File: src/rtl/turn_if.sv
// Signal bundle between the turn sequencer and its surroundings
// (buttons, link frames, projectile engine, status display).
interface turn_if;
  logic       game_start;
  logic       first_player;
  logic       my_player;
  logic       btn_throw;
  logic       in_throw_flag;
  logic [4:0] in_power;
  logic       flight_done;
  logic       hit;
  logic       throw_start;
  logic [4:0] throw_power;
  logic       out_throw_flag;
  logic [4:0] out_power;
  logic       active_player;
  logic       charging;
  logic [7:0] turn;
  logic [3:0] hp1;
  logic [3:0] hp2;
  logic       game_over;
  logic       winner;

  modport master (
    output game_start, first_player, my_player, btn_throw,
           in_throw_flag, in_power, flight_done, hit,
    input  throw_start, throw_power, out_throw_flag, out_power,
           active_player, charging, turn, hp1, hp2, game_over, winner
  );

  modport slave (
    input  game_start, first_player, my_player, btn_throw,
           in_throw_flag, in_power, flight_done, hit,
    output throw_start, throw_power, out_throw_flag, out_power,
           active_player, charging, turn, hp1, hp2, game_over, winner
  );
endinterface

File: src/rtl/turn_ctrl.sv
// Game-phase turn sequencer: alternates local and remote turns, launches
// throws, scores landings and stops when either player's HP reaches zero.
module turn_ctrl #(
  parameter int POWER_DIV      = 2_000_000,
  parameter int AIM_TIMEOUT    = 400_000_000,
  parameter int FLIGHT_TIMEOUT = 200_000_000,
  parameter int HP_INIT        = 3
) (
  input logic   clk40MHz,
  input logic   rst,
  turn_if.slave bus
);
  localparam int TMAX = (AIM_TIMEOUT > FLIGHT_TIMEOUT) ? AIM_TIMEOUT : FLIGHT_TIMEOUT;
  localparam int TW   = $clog2(TMAX + 1);
  localparam int PW   = $clog2(POWER_DIV + 1);
  localparam logic [TW-1:0] AIM_LAST    = TW'(AIM_TIMEOUT - 1);
  localparam logic [TW-1:0] FLIGHT_LAST = TW'(FLIGHT_TIMEOUT - 1);
  localparam logic [PW-1:0] STEP_LAST   = PW'(POWER_DIV - 1);
  localparam logic [3:0]    HP_START    = 4'(HP_INIT);

  typedef enum logic [3:0] {
    WAIT_START, TURN_BEGIN, AIM_LOCAL, LAUNCH, WAIT_REMOTE,
    LAUNCH_REMOTE, FLIGHT, SWITCH, GAME_OVER
  } state_t;

  state_t        state_reg, state_next;
  logic [TW-1:0] timer_reg, timer_next;
  logic [PW-1:0] presc_reg, presc_next;
  logic [4:0]    power_reg, power_next;
  logic          armed_reg, armed_next;
  logic          charged_reg, charged_next;
  logic          flag_reg;
  logic [4:0]    flag_power_reg;
  logic          throw_start_reg, throw_start_next;
  logic [4:0]    throw_power_reg, throw_power_next;
  logic          out_flag_reg, out_flag_next;
  logic [4:0]    out_power_reg, out_power_next;
  logic          active_reg, active_next;
  logic          charging_reg, charging_next;
  logic [7:0]    turn_reg, turn_next;
  logic [3:0]    hp1_reg, hp1_next;
  logic [3:0]    hp2_reg, hp2_next;
  logic          game_over_reg, game_over_next;
  logic          winner_reg, winner_next;
  logic [4:0]    launch_power;

  // A zero-power frame is the link connect handshake, so never launch 0.
  assign launch_power = (power_reg == 5'd0) ? 5'd1 : power_reg;

  always_ff @(posedge clk40MHz or posedge rst) begin
    if (rst) begin
      state_reg       <= WAIT_START;
      timer_reg       <= '0;
      presc_reg       <= '0;
      power_reg       <= '0;
      armed_reg       <= 1'b0;
      charged_reg     <= 1'b0;
      flag_reg        <= 1'b0;
      flag_power_reg  <= '0;
      throw_start_reg <= 1'b0;
      throw_power_reg <= '0;
      out_flag_reg    <= 1'b0;
      out_power_reg   <= '0;
      active_reg      <= 1'b0;
      charging_reg    <= 1'b0;
      turn_reg        <= '0;
      hp1_reg         <= HP_START;
      hp2_reg         <= HP_START;
      game_over_reg   <= 1'b0;
      winner_reg      <= 1'b0;
    end else begin
      state_reg       <= state_next;
      timer_reg       <= timer_next;
      presc_reg       <= presc_next;
      power_reg       <= power_next;
      armed_reg       <= armed_next;
      charged_reg     <= charged_next;
      flag_reg        <= bus.in_throw_flag;
      flag_power_reg  <= bus.in_power;
      throw_start_reg <= throw_start_next;
      throw_power_reg <= throw_power_next;
      out_flag_reg    <= out_flag_next;
      out_power_reg   <= out_power_next;
      active_reg      <= active_next;
      charging_reg    <= charging_next;
      turn_reg        <= turn_next;
      hp1_reg         <= hp1_next;
      hp2_reg         <= hp2_next;
      game_over_reg   <= game_over_next;
      winner_reg      <= winner_next;
    end
  end

  always_comb begin
    state_next       = state_reg;
    timer_next       = timer_reg;
    presc_next       = presc_reg;
    power_next       = power_reg;
    armed_next       = armed_reg;
    charged_next     = charged_reg;
    throw_power_next = throw_power_reg;
    active_next      = active_reg;
    charging_next    = 1'b0;
    turn_next        = turn_reg;
    hp1_next         = hp1_reg;
    hp2_next         = hp2_reg;
    winner_next      = winner_reg;

    case (state_reg)
      WAIT_START: begin
        if (bus.game_start) begin
          active_next = bus.first_player;
          state_next  = TURN_BEGIN;
        end
      end
      TURN_BEGIN: begin
        timer_next   = '0;
        presc_next   = '0;
        power_next   = '0;
        armed_next   = 1'b0;
        charged_next = 1'b0;
        state_next   = (active_reg == bus.my_player) ? AIM_LOCAL : WAIT_REMOTE;
      end
      AIM_LOCAL: begin
        timer_next = timer_reg + TW'(1);
        // A press held over from the previous turn must be released first.
        if (!bus.btn_throw) armed_next = 1'b1;
        if (timer_reg == AIM_LAST) begin
          state_next = LAUNCH;
        end else if (armed_reg && bus.btn_throw) begin
          charged_next  = 1'b1;
          charging_next = 1'b1;
          if (presc_reg == STEP_LAST) begin
            presc_next = '0;
            if (power_reg != 5'd31) power_next = power_reg + 5'd1;
          end else begin
            presc_next = presc_reg + PW'(1);
          end
        end else if (armed_reg && charged_reg && !bus.btn_throw) begin
          state_next = LAUNCH;
        end
        if (state_next == LAUNCH) throw_power_next = launch_power;
      end
      LAUNCH: begin
        timer_next = '0;
        state_next = FLIGHT;
      end
      WAIT_REMOTE: begin
        if (flag_reg && (flag_power_reg != 5'd0)) begin
          throw_power_next = flag_power_reg;
          state_next       = LAUNCH_REMOTE;
        end
      end
      LAUNCH_REMOTE: begin
        timer_next = '0;
        state_next = FLIGHT;
      end
      FLIGHT: begin
        timer_next = timer_reg + TW'(1);
        // A landing reported on the timeout cycle still counts.
        if (bus.flight_done) begin
          if (bus.hit) begin
            if (active_reg) begin
              if (hp1_reg != 4'd0) hp1_next = hp1_reg - 4'd1;
            end else begin
              if (hp2_reg != 4'd0) hp2_next = hp2_reg - 4'd1;
            end
          end
          state_next = SWITCH;
        end else if (timer_reg == FLIGHT_LAST) begin
          state_next = SWITCH;
        end
      end
      SWITCH: begin
        if ((hp1_reg == 4'd0) || (hp2_reg == 4'd0)) begin
          winner_next = active_reg;
          state_next  = GAME_OVER;
        end else begin
          turn_next   = turn_reg + 8'd1;
          active_next = ~active_reg;
          state_next  = TURN_BEGIN;
        end
      end
      GAME_OVER: state_next = GAME_OVER;
      default:   state_next = WAIT_START;
    endcase

    throw_start_next = (state_next == LAUNCH) || (state_next == LAUNCH_REMOTE);
    out_flag_next    = (state_next == LAUNCH);
    out_power_next   = (state_next == LAUNCH) ? launch_power : 5'd0;
    game_over_next   = (state_next == GAME_OVER);
  end

  assign bus.throw_start    = throw_start_reg;
  assign bus.throw_power    = throw_power_reg;
  assign bus.out_throw_flag = out_flag_reg;
  assign bus.out_power      = out_power_reg;
  assign bus.active_player  = active_reg;
  assign bus.charging       = charging_reg;
  assign bus.turn           = turn_reg;
  assign bus.hp1            = hp1_reg;
  assign bus.hp2            = hp2_reg;
  assign bus.game_over      = game_over_reg;
  assign bus.winner         = winner_reg;
endmodule
File: src/flat_wrapper.sv
// flat-port wrapper written by rule: the top's interface ports become plain ports
module turn_ctrl_flat 
#(
  parameter int POWER_DIV      = 2_000_000,
  parameter int AIM_TIMEOUT    = 400_000_000,
  parameter int FLIGHT_TIMEOUT = 200_000_000,
  parameter int HP_INIT        = 3
)
  (clk40MHz, rst, bus_game_start, bus_first_player, bus_my_player, bus_btn_throw, bus_in_throw_flag, bus_in_power, bus_flight_done, bus_hit, bus_throw_start, bus_throw_power, bus_out_throw_flag, bus_out_power, bus_active_player, bus_charging, bus_turn, bus_hp1, bus_hp2, bus_game_over, bus_winner);
  turn_if bus_i ();
  input logic clk40MHz;
  input logic rst;
  input wire logic [$bits(bus_i.game_start)-1:0] bus_game_start;
  input wire logic [$bits(bus_i.first_player)-1:0] bus_first_player;
  input wire logic [$bits(bus_i.my_player)-1:0] bus_my_player;
  input wire logic [$bits(bus_i.btn_throw)-1:0] bus_btn_throw;
  input wire logic [$bits(bus_i.in_throw_flag)-1:0] bus_in_throw_flag;
  input wire logic [$bits(bus_i.in_power)-1:0] bus_in_power;
  input wire logic [$bits(bus_i.flight_done)-1:0] bus_flight_done;
  input wire logic [$bits(bus_i.hit)-1:0] bus_hit;
  output wire logic [$bits(bus_i.throw_start)-1:0] bus_throw_start;
  output wire logic [$bits(bus_i.throw_power)-1:0] bus_throw_power;
  output wire logic [$bits(bus_i.out_throw_flag)-1:0] bus_out_throw_flag;
  output wire logic [$bits(bus_i.out_power)-1:0] bus_out_power;
  output wire logic [$bits(bus_i.active_player)-1:0] bus_active_player;
  output wire logic [$bits(bus_i.charging)-1:0] bus_charging;
  output wire logic [$bits(bus_i.turn)-1:0] bus_turn;
  output wire logic [$bits(bus_i.hp1)-1:0] bus_hp1;
  output wire logic [$bits(bus_i.hp2)-1:0] bus_hp2;
  output wire logic [$bits(bus_i.game_over)-1:0] bus_game_over;
  output wire logic [$bits(bus_i.winner)-1:0] bus_winner;
  assign bus_i.game_start = bus_game_start;
  assign bus_i.first_player = bus_first_player;
  assign bus_i.my_player = bus_my_player;
  assign bus_i.btn_throw = bus_btn_throw;
  assign bus_i.in_throw_flag = bus_in_throw_flag;
  assign bus_i.in_power = bus_in_power;
  assign bus_i.flight_done = bus_flight_done;
  assign bus_i.hit = bus_hit;
  assign bus_throw_start = bus_i.throw_start;
  assign bus_throw_power = bus_i.throw_power;
  assign bus_out_throw_flag = bus_i.out_throw_flag;
  assign bus_out_power = bus_i.out_power;
  assign bus_active_player = bus_i.active_player;
  assign bus_charging = bus_i.charging;
  assign bus_turn = bus_i.turn;
  assign bus_hp1 = bus_i.hp1;
  assign bus_hp2 = bus_i.hp2;
  assign bus_game_over = bus_i.game_over;
  assign bus_winner = bus_i.winner;
  turn_ctrl #(.POWER_DIV(POWER_DIV), .AIM_TIMEOUT(AIM_TIMEOUT), .FLIGHT_TIMEOUT(FLIGHT_TIMEOUT), .HP_INIT(HP_INIT)) u_core (.clk40MHz(clk40MHz), .rst(rst), .bus(bus_i));
endmodule
File: config.mk
export PLATFORM = sky130hd
export DESIGN_NAME = turn_ctrl_flat
export DESIGN_NICKNAME = d
export VERILOG_FILES = /design/src/rtl/turn_if.sv /design/src/rtl/turn_ctrl.sv /design/src/flat_wrapper.sv
export SDC_FILE = /design/constraint.sdc
export NUM_CORES = 1
export LEC_CHECK = 0
export ABC_AREA = 0
export CORE_MARGIN = 2
export CORE_UTILIZATION = 60
export DETAILED_ROUTE_END_ITERATION = 12
export MAX_ROUTING_LAYER = met4
export PLACE_DENSITY = 0.83
export SLEW_MARGIN = 20
export SYNTH_ARGS = -nofsm -noshare
export SYNTH_HDL_FRONTEND = slang
export SYNTH_SLANG_ARGS = --single-unit
File: constraint.sdc
create_clock -name clk40MHz -period 6.3 [get_ports clk40MHz]
set_input_delay 0.63 -clock clk40MHz [delete_from_list [all_inputs] [get_ports clk40MHz]]
set_output_delay 0.63 -clock clk40MHz [all_outputs]
set_load 0.01 [all_outputs]
* Yosys cells after proc, flatten, opt, wreduce, memory -nomap -nowiden
Index checks and enable logic that the tools add are counted.
Operators by class: add/sub/neg operators 6, equal/unequal tests 26, multiplexer cells 37, bitwise operators 2, reductions and logical operators 30
Operators with widths (number):
- 2-to-1 mux 21 bit | 3
- one-hot mux 29 bit (2 select lines) | 1
- one-hot mux 21 bit (2 select lines) | 1
- 2-to-1 mux 5 bit | 8
- 2-to-1 mux 4 bit | 9
- one-hot mux 4 bit (8 select lines) | 1
- adder 29 x 1 -> 29 bit (second input constant) | 1
- equality test 29 x 28 -> 1 bit (second input constant) | 1
- equality test 29 bit (second input constant) | 1
- adder 21 x 1 -> 21 bit (second input constant) | 1
- equality test 21 bit (second input constant) | 1
- equality test 4 x 3 -> 1 bit (second input constant) | 5
- one-hot mux 5 bit (2 select lines) | 2
- equality test 4 x 2 -> 1 bit (second input constant) | 4
- AND reduction 5 bit | 3
- logical NOT 4 bit | 3
- inequality test 2 x 1 -> 1 bit (second input constant) | 5
- AND reduction 3 bit | 3
- adder 8 x 1 -> 8 bit (second input constant) | 1
- equality test 4 bit (second input constant) | 2
- 2-to-1 mux 1 bit | 8
- inequality test 2 bit (second input constant) | 4
- nonzero test 2 bit | 4
- nonzero test 4 bit | 2
- other kinds (16) | 27
Word-level totals: flip-flop bits (word level) 99, bits of input ports 14, output and inout bits 32, word-level logic and storage cells 120

* Longest topological paths before layout
Gate-level depths: netlist of run 1.
depth after elaboration 9, gate-level depth with buffers 9, depth with buffers taken out 8

* Worst setup path before layout of run 1
OpenSTA, ideal clock, no wires.
path kind flip-flop to flip-flop, start register u_core.timer_reg[11], end register u_core.throw_power_reg[0], in the netlist u_core.bus.throw_power[0], setup time 0.125 ns, arrival 2.290 ns, data required time 6.175 ns, setup slack 3.885 ns, stages on the path, launching flop included 7, buffers on the path 0, period minus slack after synthesis 2.415 ns, path through dfrtp_1 > or4_1 > or4_4 > or3_4 > a21o_1 > nand2_4 > mux2_4
On the way: longest elaborated chain between the ends 6
RTL lines:
- start: declaration | RTL line turn_ctrl.sv:27 | logic [TW-1:0] timer_reg, timer_next;
- start signal: assignment | RTL line turn_ctrl.sv:73 | timer_reg <= timer_next;
- equality test 29 bit | RTL line turn_ctrl.sv:128 | if (timer_reg == AIM_LAST) begin
- 2-to-1 mux 4 bit | RTL line turn_ctrl.sv:128
- 2-to-1 mux 4 bit | RTL line turn_ctrl.sv:109 | case (state_reg)
- equality test 4 x 2 -> 1 bit | RTL line turn_ctrl.sv:142 | if (state_next == LAUNCH) throw_power_next = launch_power;
- inequality test 2 x 1 -> 1 bit (no line)
- AND reduction 3 bit (no line)
- end signal: assignment | RTL line turn_ctrl.sv:81 | throw_power_reg <= throw_power_next;
- end: declaration | RTL line turn_ctrl.sv:35 | logic [4:0] throw_power_reg, throw_power_next;
No other way between the ends. The select of a mux whose other input is x is not followed. A chain may end at the register's enable or synchronous reset.

* Worst setup path in the final report of run 1
start register u_core.timer_reg[0], end register u_core.presc_reg[2]
On the way: longest elaborated chain between the ends 3
RTL lines:
- equality test 29 bit | RTL line turn_ctrl.sv:128
- inequality test 2 bit (no line)
- AND reduction 3 bit (no line)
- end signal: assignment | RTL line turn_ctrl.sv:74 | presc_reg <= presc_next;
- end: declaration | RTL line turn_ctrl.sv:28 | logic [PW-1:0] presc_reg, presc_next;
No other way between the ends.

==> out/results.ini, run 1 <==
[setup_path]
setup.worst_path.start_class=flop
crit_chain=ha_1 > nand4_1 > or4_4 > nor3_2 > o21a_1 > o21ai_0 > o21ai_0
path_class=flop to flop
worstPathArrival_ns=3.11
cp_num_buf_inv=0
worst_path_largest_cell_delay_ns=0.67
path_common_cell=o21ai_0
cp_max_fo=22
crit_slowest_cell=o21a_1
worst_ep_required_time_ns=6.59
reg2reg_slack_ns=3.48
cp-end-kind=flop
path_delay_family=simple AND/OR/NAND/NOR gates

[timing]
clock.fmax_ghz=0.354
finalCritPeriodShare_pct=44.8
worstMarginPinSlew_ns=0.877
setup_tns_ns=0
slew_headroom_pct=41.5
period_needed_ns=2.82
whs_ns=0.482
rsz0062_at_grt=no
setup_viol=0
skew_ns=0.0143
worst_slack_ns=3.48
finalHoldViolCount=0
slew_violations=0

[yosys]
ys_warn_count=0
synth_top_area_share_pct=49.1
synth_top_area_cell=dfrtp_1
netlist_instances=481
avgSynthCellArea_um2=10.1
yosysSeqAreaShare_pct=51.2
synth-seq-cells=99
syn-num-nets=503
synth-edff-count=0
netlist_area_mm2=0.00485
synth_cell_types=49
synthTopCellsByArea=dfrtp_1 (49%), nand3_1 (4.9%), xor2_1 (3.4%)
synthArstFlopShare_pct=100
ys.flop_type=dfrtp_1

[pwr]
peakVddDrop_v=0.000255
finalPower_mw=1.81
leakage_nw=2.53
power_density_mw_per_mm2=324

[placement]
portBuffers=45
dp_slack_ns=3.49
placedCellCount=616
dpl_cell_area_mm2=0.00538
place_congestion=0.819
dpl.hpwl_mm=6.95

[global_routing]
grt_pass1_vias=3508
grt_max_degree=73
antenna_found_initial=0
grt_first_pass_wirelength_mm=16.4
overflow=0
grt_usage_pct=24.0

[cells_and_area]
largest_reg_flops=29
final_cell_mix=dfrtp_1 (95), nand3_1 (47), clkdlybuf4s50_1 (45)
final_common_cell=dfrtp_1
stdcell_count=632
n_fill_cell=541
final_util_pct=72.2
fin_area_mm2=0.00561
area_delta_synth_final_pct=15.7
diodes=0
nNetsFinal=547
layout-drive-gt1-share_pct=8.68

[floorplanning]
die_h_um=93.9
initial_core_util_pct=62.4
rows=32
core_area_mm2=0.00777
dieArea_mm2=0.00881
fp.dieW_um=93.9
ios=46

[worst_hold_path]
hp-class=flop to flop

[clock_tree]
cts_root_buf=clkbuf_8
cts_hold_buffers=0
cts_resized=0
postCtsSetupBuffers=0
cts_buffers=9
cts_tree=built
cts.sinks=99
htree_levels=3
clockBufferDepth=2
clk_latency_ns=0.37
clkTransAtPathRegs_ns=0.10

[run]
cap_violations=0

[route]
via_per_inst=5.92
drtIter0Drc=233
vias=3744
antenna_left=0
firstDrtPassIters=6
drc=0
wl_per_cell_um=15.8
wl_mm=9.98

[outcome]
status=complete, no violations

==> metal layers <==
layer | global-route usage [%] | routed length [um] | up-vias
met5 | - | 0 | -
met2 | 39.0 | 5080 | 80
met1 | 31.0 | 4420 | 1841
li1 | - | - | 1812
met3 | 5.86 | 389 | 11
met4 | 5.31 | 87 | 0
==> where the power goes <==
part           switching (mW)  internal [mW]  leakage, nW
Clock                   0.226          0.230        0.109
Combinational           0.276          0.242         1.09
Sequential              0.115          0.727         1.33
Total                   0.616           1.20         2.53
==> synth_stat cells (2+ instances only) <==
master and number:
a211o_1 2, a21o_1 6, a21oi_1 11, a221o_1 5, a22o_1 4, a31o_2 3, and2_1 5, and3_1 17
and4_1 7, buf_2 4, clkbuf_1 9, dfrtp_1 95, dfstp_2 4, ha_1 8, inv_1 16, mux2_2 6
mux2_4 5, mux2i_1 4, nand2_1 43, nand2b_1 6, nand3_1 47, nand4_1 16, nor2_1 40, nor2b_1 2
nor3_1 13, nor3_2 3, nor3b_1 4, nor4_1 10, nor4b_1 4, o211ai_1 2, o21ai_0 22, or3_1 5
or4_1 4, xnor2_1 16, xor2_1 19
==> layout make-up <==
class                      count  area, um2  area share, %
multi-input combinational    351       2240           39.9
clock buffer                  10        128           2.28
inverter                      16       62.6           1.12
tap                          102        128           2.28
clock inverter                 6       96.3           1.72
sequential                    99       2480           44.3
timing repair buffer          48        473           8.44
==> kinds of logic (layout without fill, tap and decap cells) <==
family,count (synthesis),in the layout,share of synthesized area [%]
mux,15,15,3.77
fa+ha+maj,8,8,2.07
compound gates,60,60,8.03
xor+xnor,35,35,6.33
flops,99,99,51.2
simple gates,233,233,25.8
buf+inv,31,80,2.74
==> path summary, 6_finish.rpt <==
kind                                                      start                                  to  cells past startpoint
worst max-delay path            u_core.timer_reg[0]$_DFFE_PP0P_     u_core.presc_reg[2]$_DFFE_PP0P_                      7
worst min-delay path             u_core.bus.turn[7]$_DFFE_PP0N_      u_core.bus.turn[7]$_DFFE_PP0N_                      1
worst max register to register  u_core.timer_reg[0]$_DFFE_PP0P_     u_core.presc_reg[2]$_DFFE_PP0P_                      7
worst min register to register   u_core.bus.turn[7]$_DFFE_PP0N_      u_core.bus.turn[7]$_DFFE_PP0N_                      1
max in group asynchronous                                   rst  u_core.flag_power_reg[2]$_DFF_PP0_                      3
min in group asynchronous                                   rst    u_core.presc_reg[17]$_DFFE_PP0P_                      2
No activity file was read; power rests on OpenSTA's default activity.
==> inputs of run 2 (changes only) <==
--- a/config.mk
+++ b/config.mk
@@ -7,10 +7,10 @@
 export LEC_CHECK = 0
 export ABC_AREA = 0
 export CORE_MARGIN = 2
-export CORE_UTILIZATION = 60
+export CORE_UTILIZATION = 57
 export DETAILED_ROUTE_END_ITERATION = 12
 export MAX_ROUTING_LAYER = met4
-export PLACE_DENSITY = 0.83
+export PLACE_DENSITY = 0.79
 export SLEW_MARGIN = 20
 export SYNTH_ARGS = -nofsm -noshare
 export SYNTH_HDL_FRONTEND = slang
==> constraint.sdc (replaced) <==
create_clock -name clk40MHz -period 2.65 [get_ports clk40MHz]
set_input_delay 0.265 -clock clk40MHz [delete_from_list [all_inputs] [get_ports clk40MHz]]
set_output_delay 0.265 -clock clk40MHz [all_outputs]
set_load 0.01 [all_outputs]
==> run 2 against run 1 <==
Wire length is 0.37% higher. Design area up 3.1%. Worst hold slack worse by 0.15 ns. Final cell count is 3.2% higher. Global-route usage fell by 0.76 points. Power increased by 140%. Clock skew shrank 0.0020 ns. First-iteration DRC count shrank 21%. Worst setup slack worse by 3.4 ns. Largest cell class unchanged. Largest power group unchanged.
==> out/results.ini, run 2 (synthesis results as in run 1) <==
[setup_path]
worst_path_largest_cell_delay_ns=0.61  ; was 0.67 ns
crit_slowest_cell=or4_4  ; was o21a_1
worstPathArrival_ns=2.87  ; was 3.11 ns
setup.worst_path.start_class=flop  ; unchanged
cp_max_fo=6  ; was 22
cp_num_buf_inv=0  ; unchanged
worst_ep_required_time_ns=2.90  ; was 6.59 ns
path_delay_family=simple AND/OR/NAND/NOR gates  ; unchanged
path_class=flop to flop  ; unchanged
crit_chain=ha_2 > nand4_1 > or4_4 > or3_4 > a21o_2 > nand2_4 > mux2_4  ; was ha_1 > nand4_1 > or4_4 > nor3_2 > o21a_1 > o21ai_0 > o21ai_0
cp-end-kind=flop  ; unchanged

[global_routing]
overflow=0  ; unchanged
grt_max_degree=35  ; was 73
grt_pass1_vias=3577  ; was 3,508
antenna_found_initial=0  ; unchanged
grt_usage_pct=23.3  ; was 24.0%
grt_first_pass_wirelength_mm=16.4  ; about the same

[cells_and_area]
n_fill_cell=626  ; was 541
seqCellArea_mm2=0.00248  ; about the same
diodes=0  ; unchanged
stdcell_count=652  ; was 632
largest_reg_flops=29  ; unchanged
area_delta_synth_final_pct=19.2  ; was 15.7%
final_cell_mix=dfrtp_1 (94), nand3_1 (47), clkdlybuf4s50_1 (45)  ; was dfrtp_1 (95), nand3_1 (47), clkdlybuf4s50_1 (45)
layout-drive-gt1-share_pct=12.1  ; was 8.68%
multi_input_area_mm2=0.00225  ; was 0.00224 mm2
final_common_cell=dfrtp_1  ; unchanged
fin_area_mm2=0.00578  ; was 0.00561 mm2
nNetsFinal=564  ; was 547

[floorplanning]
ios=46  ; unchanged
rows=33  ; was 32
initial_core_util_pct=59.0  ; was 62.4%
fp.dieW_um=96.2  ; was 93.9 um
die_h_um=96.2  ; was 93.9 um
core_area_mm2=0.00822  ; was 0.00777 mm2
dieArea_mm2=0.00926  ; was 0.00881 mm2

[route]
wl_mm=10.0  ; was 9.98 mm
vias=3829  ; was 3,744
drtIter0Drc=184  ; was 233
antenna_left=0  ; unchanged
wl_per_cell_um=15.4  ; was 15.8 um
via_per_inst=5.87  ; was 5.92
firstDrtPassIters=4  ; was 6
drc=0  ; unchanged

[timing]
clock.fmax_ghz=0.383  ; was 0.354 GHz
finalCritPeriodShare_pct=98.6  ; was 44.8%
worstMarginPinSlew_ns=0.818  ; was 0.877 ns
worst_slack_ns=0.0384  ; was 3.48 ns
period_needed_ns=2.61  ; was 2.82 ns
skew_ns=0.0122  ; was 0.0143 ns
slew_headroom_pct=45.4  ; was 41.5%
slew_violations=0  ; unchanged
finalHoldViolCount=0  ; unchanged
setup_tns_ns=0  ; unchanged
setup_viol=0  ; unchanged

[placement]
placedCellCount=633  ; was 616
dp_slack_ns=0.0472  ; was 3.49 ns
dpl.hpwl_mm=7.13  ; was 6.95 mm
place_congestion=0.861  ; was 0.819
dpl_cell_area_mm2=0.00552  ; was 0.00538 mm2
portBuffers=45  ; unchanged

[pwr]
swShare_pct=33.1  ; was 34.0%
leakage_nw=2.63  ; was 2.53 nW
peakVddDrop_v=0.000545  ; was 0.000255 V
p_switching_mw=1.46  ; was 616 uW
power_density_mw_per_mm2=762  ; was 324 mW/mm2
p_int_mw=2.94  ; was 1.20 mW
pwr-share-comb_pct=31.5  ; was 28.5%
finalPower_mw=4.40  ; was 1.81 mW
p_clk_share_pct=24.5  ; was 25.1%
pwr-share-seq_pct=44.0  ; was 46.4%

[run]
cap_violations=0  ; unchanged

[clock_tree]
cts_tree=built  ; unchanged
cts_buffers=9  ; unchanged
clockBufferDepth=2  ; unchanged
clkTransAtPathRegs_ns=0.09  ; was 0.10 ns
htree_levels=3  ; unchanged
clk_latency_ns=0.37  ; about the same
cts.sinks=99  ; unchanged
cts_root_buf=clkbuf_8  ; unchanged
cts_hold_buffers=0  ; unchanged

[outcome]
status=complete, no violations  ; unchanged

[worst_hold_path]
hp-class=primary input to flop  ; was flop to flop

[run 2: final timing paths]
| kind | from | to | slack (ns) | depth (start not counted) |
|---|---|---|---|---|
| max | u_core.timer_reg[1]$_DFFE_PP0P_ | u_core.bus.throw_power[2]$_DFFE_PP0P_ | 0.04 | 7 |
| min reg2reg | u_core.bus.turn[7]$_DFFE_PP0N_ | u_core.bus.turn[7]$_DFFE_PP0N_ | 0.48 | 1 |
| max in group asynchronous | rst | u_core.bus.hp1[1]$_DFFE_PP1P_ | 1.59 | 3 |
| max reg2reg | u_core.timer_reg[1]$_DFFE_PP0P_ | u_core.bus.throw_power[2]$_DFFE_PP0P_ | 0.04 | 7 |
| min in group asynchronous | rst | u_core.presc_reg[3]$_DFFE_PP0P_ | 0.40 | 2 |
| min | bus_in_power[3] | u_core.flag_power_reg[3]$_DFF_PP0_ | 0.33 | 1 |
[run 2: what timing repair did]
| item | CTS | global route |
|---|---|---|
| buffers inserted | 0 | 3 |
| endpoints found under the setup margin | 0 | 18 |
| gates resized for setup | 0 | 4 |
[run 2: power by group through the flow]
| stage | Combinational, mW | Sequential, mW | Clock (mW) |
|---|---|---|---|
| after floorplan | 0.839 | 1.95 | 0 |
| after global routing | 1.53 | 1.96 | 1.15 |
| final | 1.39 | 1.94 | 1.08 |
| after CTS | 1.37 | 1.93 | 1.10 |
| after global placement | 1.30 | 1.94 | 0 |
| after detailed placement | 1.36 | 1.95 | 0 |
[run 2: layout make-up]
cell class | count | area share, %
Inverter | 16 | 1.10
Clock buffer | 11 | 2.45
Tap cell | 105 | 2.27
Sequential cell | 99 | 43.0
Multi-Input combinational cell | 351 | 38.9
Clock inverter | 5 | 1.47
Timing Repair Buffer | 65 | 10.8
[run 2: layer usage]
layer	global-route usage [%]	vias to the layer above	part of all wire, %
met5	-	-	0
met4	6.55	0	1.1
met3	5.56	11	3.9
met2	35.9	93	49
met1	30.9	1878	46
li1	-	1847	-
[run 2: metrics by stage]
stage / hold slack, ns / utilization (%)
after global routing: 0.326 / 70.3
after floorplan: 0.296 / -
final: 0.331 / 70.3
after CTS: 0.325 / 69.9
after detailed placement: 0.473 / 67.2
after global placement: 0.463 / 67.1
==> inputs of run 3 (changes only) <==
==> constraint.sdc (replaced) <==
create_clock -name clk40MHz -period 2.65 [get_ports clk40MHz]
set_input_delay 0.265 -clock clk40MHz [delete_from_list [all_inputs] [get_ports clk40MHz]]
set_output_delay 0.265 -clock clk40MHz [all_outputs]
set_load 0.05 [all_outputs]
==> results of run 3 <==
Same layout as run 2 (identical final DEF). Status: complete, no violations.
Main changes from that run: total power 4.40 mW -> 4.69 mW; worst IR drop on VDD 0.000545 V -> 0.000762 V
